<file path="src/rtl/rf_ctrl_dump_clear.sv">
// Initiator-side controller for the 8x8b 1r1w register file:
// forwards upstream writes, clears entries 1..7, or dumps all 8 entries.
module rf_ctrl_dump_clear (
    input  logic       clk,
    input  logic       reset,
    input  logic       clr,
    input  logic       start,
    output logic       busy,
    output logic       done,
    input  logic       wr_val,
    output logic       wr_rdy,
    input  logic [2:0] wr_addr,
    input  logic [7:0] wr_data,
    output logic [2:0] rf_read_addr,
    input  logic [7:0] rf_read_data,
    output logic       rf_write_en,
    output logic [2:0] rf_write_addr,
    output logic [7:0] rf_write_data,
    output logic       out_val,
    input  logic       out_rdy,
    output logic [2:0] out_addr,
    output logic [7:0] out_data
);

    typedef enum logic [1:0] {
        IDLE  = 2'd0,
        CLEAR = 2'd1,
        READ  = 2'd2,
        SEND  = 2'd3
    } state_t;

    localparam logic [2:0] LAST = 3'd7;

    state_t     state_q;
    logic [2:0] ptr_q;
    logic [7:0] data_q;
    logic       done_q;

    // Sequencer: command decode, clear walk and read/send beat loop
    always_ff @(posedge clk or negedge reset) begin
        if (!reset) begin
            state_q <= IDLE;
            ptr_q   <= 3'd0;
            data_q  <= 8'h00;
            done_q  <= 1'b0;
        end else begin
            done_q <= 1'b0;
            unique case (state_q)
                IDLE: begin
                    if (clr) begin
                        state_q <= CLEAR;
                        ptr_q   <= 3'd1;
                    end else if (start) begin
                        state_q <= READ;
                        ptr_q   <= 3'd0;
                    end
                end
                CLEAR: begin
                    if (ptr_q == LAST) begin
                        state_q <= IDLE;
                        ptr_q   <= 3'd0;
                        done_q  <= 1'b1;
                    end else begin
                        ptr_q <= ptr_q + 3'd1;
                    end
                end
                READ: begin
                    data_q  <= rf_read_data;
                    state_q <= SEND;
                end
                SEND: begin
                    if (out_rdy) begin
                        if (ptr_q == LAST) begin
                            state_q <= IDLE;
                            ptr_q   <= 3'd0;
                            done_q  <= 1'b1;
                        end else begin
                            state_q <= READ;
                            ptr_q   <= ptr_q + 3'd1;
                        end
                    end
                end
                default: begin
                    state_q <= IDLE;
                    ptr_q   <= 3'd0;
                end
            endcase
        end
    end

    // Write-port steering: upstream pass-through in IDLE, zero fill in CLEAR
    always_comb begin
        wr_rdy        = 1'b0;
        rf_write_en   = 1'b0;
        rf_write_addr = 3'd0;
        rf_write_data = 8'h00;
        unique case (state_q)
            IDLE: begin
                // Reset holds the upstream port closed so nothing
                // reaches the register file while reset is low.
                if (reset) begin
                    wr_rdy        = 1'b1;
                    rf_write_en   = wr_val;
                    rf_write_addr = wr_addr;
                    rf_write_data = wr_data;
                end
            end
            CLEAR: begin
                rf_write_en   = 1'b1;
                rf_write_addr = ptr_q;
            end
            default: begin
            end
        endcase
    end

    assign busy         = (state_q != IDLE);
    assign done         = done_q;
    assign rf_read_addr = ptr_q;
    assign out_val      = (state_q == SEND);
    assign out_addr     = ptr_q;
    assign out_data     = data_q;

endmodule

</file>
<file path="config.mk">
export PLATFORM = sky130hd
export DESIGN_NAME = rf_ctrl_dump_clear
export DESIGN_NICKNAME = d
export VERILOG_FILES = /design/src/rtl/rf_ctrl_dump_clear.sv
export SDC_FILE = /design/constraint.sdc
export NUM_CORES = 1
export LEC_CHECK = 0
export CORE_MARGIN = 1.5
export CORE_UTILIZATION = 30
export DETAILED_ROUTE_END_ITERATION = 16
export HOLD_SLACK_MARGIN = 0.02
export PLACE_DENSITY = 0.7
export SLEW_MARGIN = 10
export SYNTH_ARGS = -nofsm -noshare
export SYNTH_HDL_FRONTEND = slang
export SYNTH_SLANG_ARGS = --single-unit
export TNS_END_PERCENT = 1
</file>
<file path="constraint.sdc">
create_clock -name clk -period 2.75 [get_ports clk]
set_clock_uncertainty 0.2 [all_clocks]
set_input_delay 0.275 -clock clk [delete_from_list [all_inputs] [get_ports clk]]
set_output_delay 0.275 -clock clk [all_outputs]
set_load 0.005 [all_outputs]
</file>
==> flow_summary.toml, run 1 <==
[status]
status = "finished clean"

[logic_synthesis]
syn_inst = 71
synth_top_cell_by_area = "dfrtp_1"
synth.cell_area_um2 = 803.3
synth-edff-count = 0
synth.top_cells.by_area = "dfrtp_1 (44%), mux2_2 (14%), and2_1 (7.0%)"
ys_async_sr_fraction_pct = 100.0
syn_nets = 99
synth_cell_types = 24
ys_ff_latch = 14
avgSynthCellArea_um2 = 11.31
yosysWarnings = 0
synth_top_area_share_pct = 43.61
synth-main-ff-cell = "dfrtp_1"
yosysSeqAreaShare_pct = 43.61

[worst_setup_path]
worstSetupPathType = "register to primary output"
required_ns = 2.28
path_cells = "or2_4 > nor2_8 > and2_1 > clkdlybuf4s50_1"
cp_max_fo = 15
end_kind = "primary output"
crit_slowest_cell = "dfrtp_1"
reg2reg_slack_ns = 1.00
critical_path.max_stage_delay_ns = 0.55
r2r-end = "out_data[5]"
cp.arrival_ns = 1.92
startpoint_type = "register"
r2r_cells = 2
rr_startpoint = "state_q[1]"

[cells_and_area]
fin_area_mm2 = 0.001359
antenna-diode-count = 0
nFillCells = 245
final_nets = 153
multi_input_area_um2 = 389.1
final_common_cell = "clkdlybuf4s50_1"
layout-drive-gt1-share_pct = 15.45
fin_util_pct = 54.35
regArea_um2 = 350.3
area_growth_pct = 69.16
final_cell_mix = "clkdlybuf4s50_1 (54), dfrtp_1 (14), mux2_2 (10)"
final_cells = 153

[pwr]
swShare_pct = 29.73
clkPwrFrac_pct = 10.7
pwr_density_cell_mw_per_mm2 = 740.5
leakagePower_nw = 0.5743
p_sw_mw = 0.2991
p_comb_share_pct = 51.1
ir_drop_uv = 396.1
power.internal_mw = 0.7071
seq_power_share_pct = 38.2
p_total_mw = 1.006

[sta]
rsz0062_at_grt = "false"
setup_ws_ns = 0.3507
finalSetupViolations = 0
drv_slew = 0
hold_violations = 0
max_freq_ghz = 0.4168
period_minus_slack_ns = 2.399
slew_headroom_pct = 70.02
setup_tns_ns = 0
worstMarginPinSlew_ns = 0.4497
timing.hold.ws_ns = 0.2131
period_share_pct = 87.25

[die]
die_x_um = 54.75
initial_utilization_pct = 32.13
die-area_mm2 = 0.002997
die_h_um = 54.75
core_area_mm2 = 0.002500
ios = 55
num_rows = 18

[clock_network]
tritoncts = "done"
postCtsSetupBuffers = 0
clkSinkCount = 14
hold_buffers = 0
h-tree-depth = 1
cts_buffers = 3
post_cts_resized = 0
clk_path_buf_depth = 2
cts-root-buf = "clkbuf_4"
clkTransAtPathRegs_ns = 0.07
clk_latency_ns = 0.27

[drt]
ant_nets = 0
viasPerCell = 4.699
first_iter_violations = 5
drc = 0
wl_per_cell_um = 12.90
via_count = 719
drt-pass1-iter-count = 4
wl_um = 1973

[placed_design]
dpl.hpwl_um = 1618
dp_cells = 150
post-place-ws_ns = 0.4733
gp_congestion = 0.7161
dpl-instance-area_mm2 = 0.001336
port_buffers = 54

[grt]
grt_max_degree = 16
grt_pass1_vias = 711
grt_pass1_wl_um = 3098
globalRouteOverflowTotal = 0
track_usage_pct = 14.93
antenna_found_initial = 0

[job]
maxCapViolations = 0

[hold_path]
hp-class = "input pin to async pin"
## cell usage after synthesis, types with 2 or more instances
cell	count
nor2_1	5
ha_1	3
inv_1	3
mux2_2	10
a22oi_1	3
buf_6	2
and2_1	9
nand2b_1	2
nand2_1	2
a21oi_1	2
buf_4	4
dfrtp_1	14
## power by group through the flow
stage,clock network [mW],logic [mW],registers (mW)
3_3_place_gp,0,0.505,0.385
3_5_place_dp,0,0.523,0.391
5_1_grt,0.123,0.568,0.403
2_1_floorplan,0,0.266,0.369
4_1_cts,0.113,0.525,0.387
6_report,0.108,0.514,0.385
## cells by family after synthesis
kind of cell / synth area share, %
fa+ha+maj: 4.673
simple gates: 19.00
mux: 14.02
buf+inv: 7.944
flops: 43.61
compound gates: 10.75
## cell type report
cell class,instances,share of cell area [%]
inverters,3,0.8287
clock buffers,3,1.657
repair buffers,55,40.33
well taps,30,2.762
flip-flops and latches,14,25.78
multi-input cells,48,28.64
## metal layers
metal,global-route usage (%),wire length (µm)
met1,16.78,797
met2,25.99,937
met3,4.372,238
met4,6.250,0
met5,0,0
## state kept, by name (all words and copies together), names as in the netlist
signal	count
state_q	2
out_data	8
out_addr	3
done	1
## worst max-delay path by stage
stage          startpoint                to  slack (ns)
6_report       state_q[0]  rf_write_data[0]        0.35
5_1_grt        state_q[0]  rf_write_data[4]        0.23
4_1_cts        state_q[0]  rf_write_data[2]        0.32
3_5_place_dp        reset  rf_write_addr[2]        0.47
3_3_place_gp        reset  rf_write_addr[0]        0.54
2_1_floorplan  state_q[1]  rf_write_data[0]        1.25
## critical path: cells and delay by family, from the launching register on
family        cells  cell delay [ns]
flops             1             0.55
simple gates      3             0.61
buf+inv           1             0.50
Note: power is estimated with default switching activity, not from simulation.
==> run 2: changes to the inputs <==
--- a/config.mk
+++ b/config.mk
@@ -10,6 +10,7 @@
 export DETAILED_ROUTE_END_ITERATION = 16
 export HOLD_SLACK_MARGIN = 0.02
 export PLACE_DENSITY = 0.7
+export SETUP_SLACK_MARGIN = 0.2
 export SLEW_MARGIN = 10
 export SYNTH_ARGS = -nofsm -noshare
 export SYNTH_HDL_FRONTEND = slang
==> results of run 2 <==
Final layout, timing and power as in run 1 (identical DEF).
==> run 3: changes to the inputs <==
--- a/config.mk
+++ b/config.mk
@@ -8,6 +8,7 @@
 export CORE_MARGIN = 1.5
 export CORE_UTILIZATION = 30
 export DETAILED_ROUTE_END_ITERATION = 16
+export GPL_ROUTABILITY_DRIVEN = 0
 export HOLD_SLACK_MARGIN = 0.02
 export PLACE_DENSITY = 0.7
 export SETUP_SLACK_MARGIN = 0.2
==> constraint.sdc (replaced) <==
create_clock -name clk -period 2.75 [get_ports clk]
set_clock_uncertainty 0.2 [all_clocks]
set_input_delay 0.275 -clock clk [delete_from_list [all_inputs] [get_ports clk]]
set_output_delay 0.275 -clock clk [all_outputs]
set_load 0.02 [all_outputs]
==> run 3 against run 2 <==
Setup slack lost 0.0020 ns; clock-buffer cell count grew 1; sequential cell count is the same; sequential share of layout area shrank 0.33 points; global-route usage shrank 1.0 points; critical endpoint is now rf_write_addr[2]; largest power group unchanged.
==> flow_summary.toml, run 3 (same netlist as run 1, synthesis figures left out) <==
[clock_network]
h-tree-depth = 1
clk_path_buf_depth = 2
cts_buffers = 3
clkSinkCount = 14
hold_buffers = 0
tritoncts = "done"
postCtsSetupBuffers = 0
clk_latency_ns = 0.27
cts-root-buf = "clkbuf_4"
clkTransAtPathRegs_ns = 0.08

[die]
die-area_mm2 = 0.002997
die_x_um = 54.75
num_rows = 18
die_h_um = 54.75
core_area_mm2 = 0.002500
ios = 55
initial_utilization_pct = 32.13

[worst_setup_path]
cp.arrival_ns = 1.93
crit_slowest_cell = "clkdlybuf4s50_1"
path_cells = "buf_4 > nor2b_1 > a22oi_1 > nor2_1 > clkdlybuf4s50_1"
r2r-end = "out_data[3]"
startpoint_type = "register"
critical_path.max_stage_delay_ns = 0.61
reg2reg_slack_ns = 1.14
worstSetupPathType = "register to primary output"
cp_max_fo = 10
end_kind = "primary output"
rr_startpoint = "state_q[1]"
required_ns = 2.28
r2r_cells = 2

[sta]
setup_tns_ns = 0
drv_slew = 0
finalSetupViolations = 0
period_minus_slack_ns = 2.401
slew_headroom_pct = 73.03
rsz0062_at_grt = "false"
worstMarginPinSlew_ns = 0.4027
max_freq_ghz = 0.4164
hold_violations = 0
setup_ws_ns = 0.3487
period_share_pct = 87.32

[grt]
grt_pass1_vias = 691
grt_pass1_wl_um = 2904
antenna_found_initial = 0
globalRouteOverflowTotal = 0
track_usage_pct = 13.89
grt_max_degree = 15

[cells_and_area]
largest_reg_flops = 8
layout-drive-gt1-share_pct = 17.60
final_common_cell = "clkdlybuf4s50_1"
regArea_um2 = 351.6
area_growth_pct = 71.96
multi_input_area_um2 = 389.1
fin_util_pct = 55.26
nFillCells = 234
final_nets = 154
antenna-diode-count = 0
final_cell_mix = "clkdlybuf4s50_1 (54), dfrtp_1 (13), mux2_2 (10)"

[hold_path]
hp-class = "input pin to async pin"

[pwr]
leakagePower_nw = 0.5857
p_comb_share_pct = 56.5
ir_drop_uv = 480.9
power.internal_mw = 0.7451
seq_power_share_pct = 31.6
pwr_density_cell_mw_per_mm2 = 854.2
clkPwrFrac_pct = 11.9
p_sw_mw = 0.4348
swShare_pct = 36.85
p_total_mw = 1.180

[placed_design]
post-place-ws_ns = 0.4109
dpl.hpwl_um = 1596
port_buffers = 54

[drt]
first_iter_violations = 3
viasPerCell = 4.652
wl_um = 1924
wl_per_cell_um = 12.41
via_count = 721
ant_nets = 0
drc = 0
drt-pass1-iter-count = 2

[job]
maxCapViolations = 0

[status]
status = "finished clean"
==> run 3: changes by cell type in the layout (fill, tap and decap cells not counted) <==
cell      before  now
dfrtp_2        0    1
dfrtp_1       14   13
clkbuf_8       0    1
buf_4          1    2
==> run 3: worst max path at each step <==
stage | to | startpoint
after floorplan | rf_write_data[0] | state_q[1]
after global placement | rf_write_addr[2] | reset
after global routing | rf_write_addr[2] | state_q[0]
after detailed placement | rf_write_addr[2] | reset
after CTS | rf_write_data[2] | state_q[1]
final | rf_write_addr[2] | state_q[0]
==> run 3: layout make-up <==
type	count	share of cell area [%]
Clock buffer	4	2.627
Sequential cell	14	25.45
Timing Repair Buffer	56	40.22
Inverter	3	0.8152
Multi-Input combinational cell	48	28.17
Tap cell	30	2.717
==> run 3: metal layers <==
layer,part of all wire (%),vias to the layer above,global-route usage (%)
met2,45,47,23.81
li1,-,347,-
met5,0,-,0
met4,0.21,0,5.000
met3,14,2,6.557
met1,41,325,14.70
==> run 3: critical path, delay by kind of cell, from the launching register on <==
family                 cells  cell delay (ns)
DFF                        1             0.44
and+or+nand+nor            2             0.31
buffers and inverters      2             0.81
AOI/OAI and AO/OA          1             0.10
==> run 3: power groups by stage <==
stage | registers (mW) | clock network [mW] | logic (mW)
after floorplan | 0.464 | 0 | 0.311
after global placement | 0.374 | 0 | 0.663
after detailed placement | 0.379 | 0 | 0.674
after CTS | 0.375 | 0.148 | 0.675
after global routing | 0.389 | 0.157 | 0.717
final | 0.373 | 0.140 | 0.667
==> run 3: stage by stage <==
stage | hold slack [ns] | area [µm²] | instances
2_1_floorplan | -0.2206 | 803.3 | 71
3_3_place_gp | 0.2886 | 1344 | 151
3_5_place_dp | 0.2941 | 1344 | 151
4_1_cts | 0.2186 | 1380 | 155
5_1_grt | 0.2349 | 1381 | 155
6_report | 0.2148 | 1381 | 155
==> run 3: repair_timing <==
action                                  CTS  global route
endpoints found under the setup margin    0             2
hold endpoints to repair                  0             0
gates resized for setup                   0             1
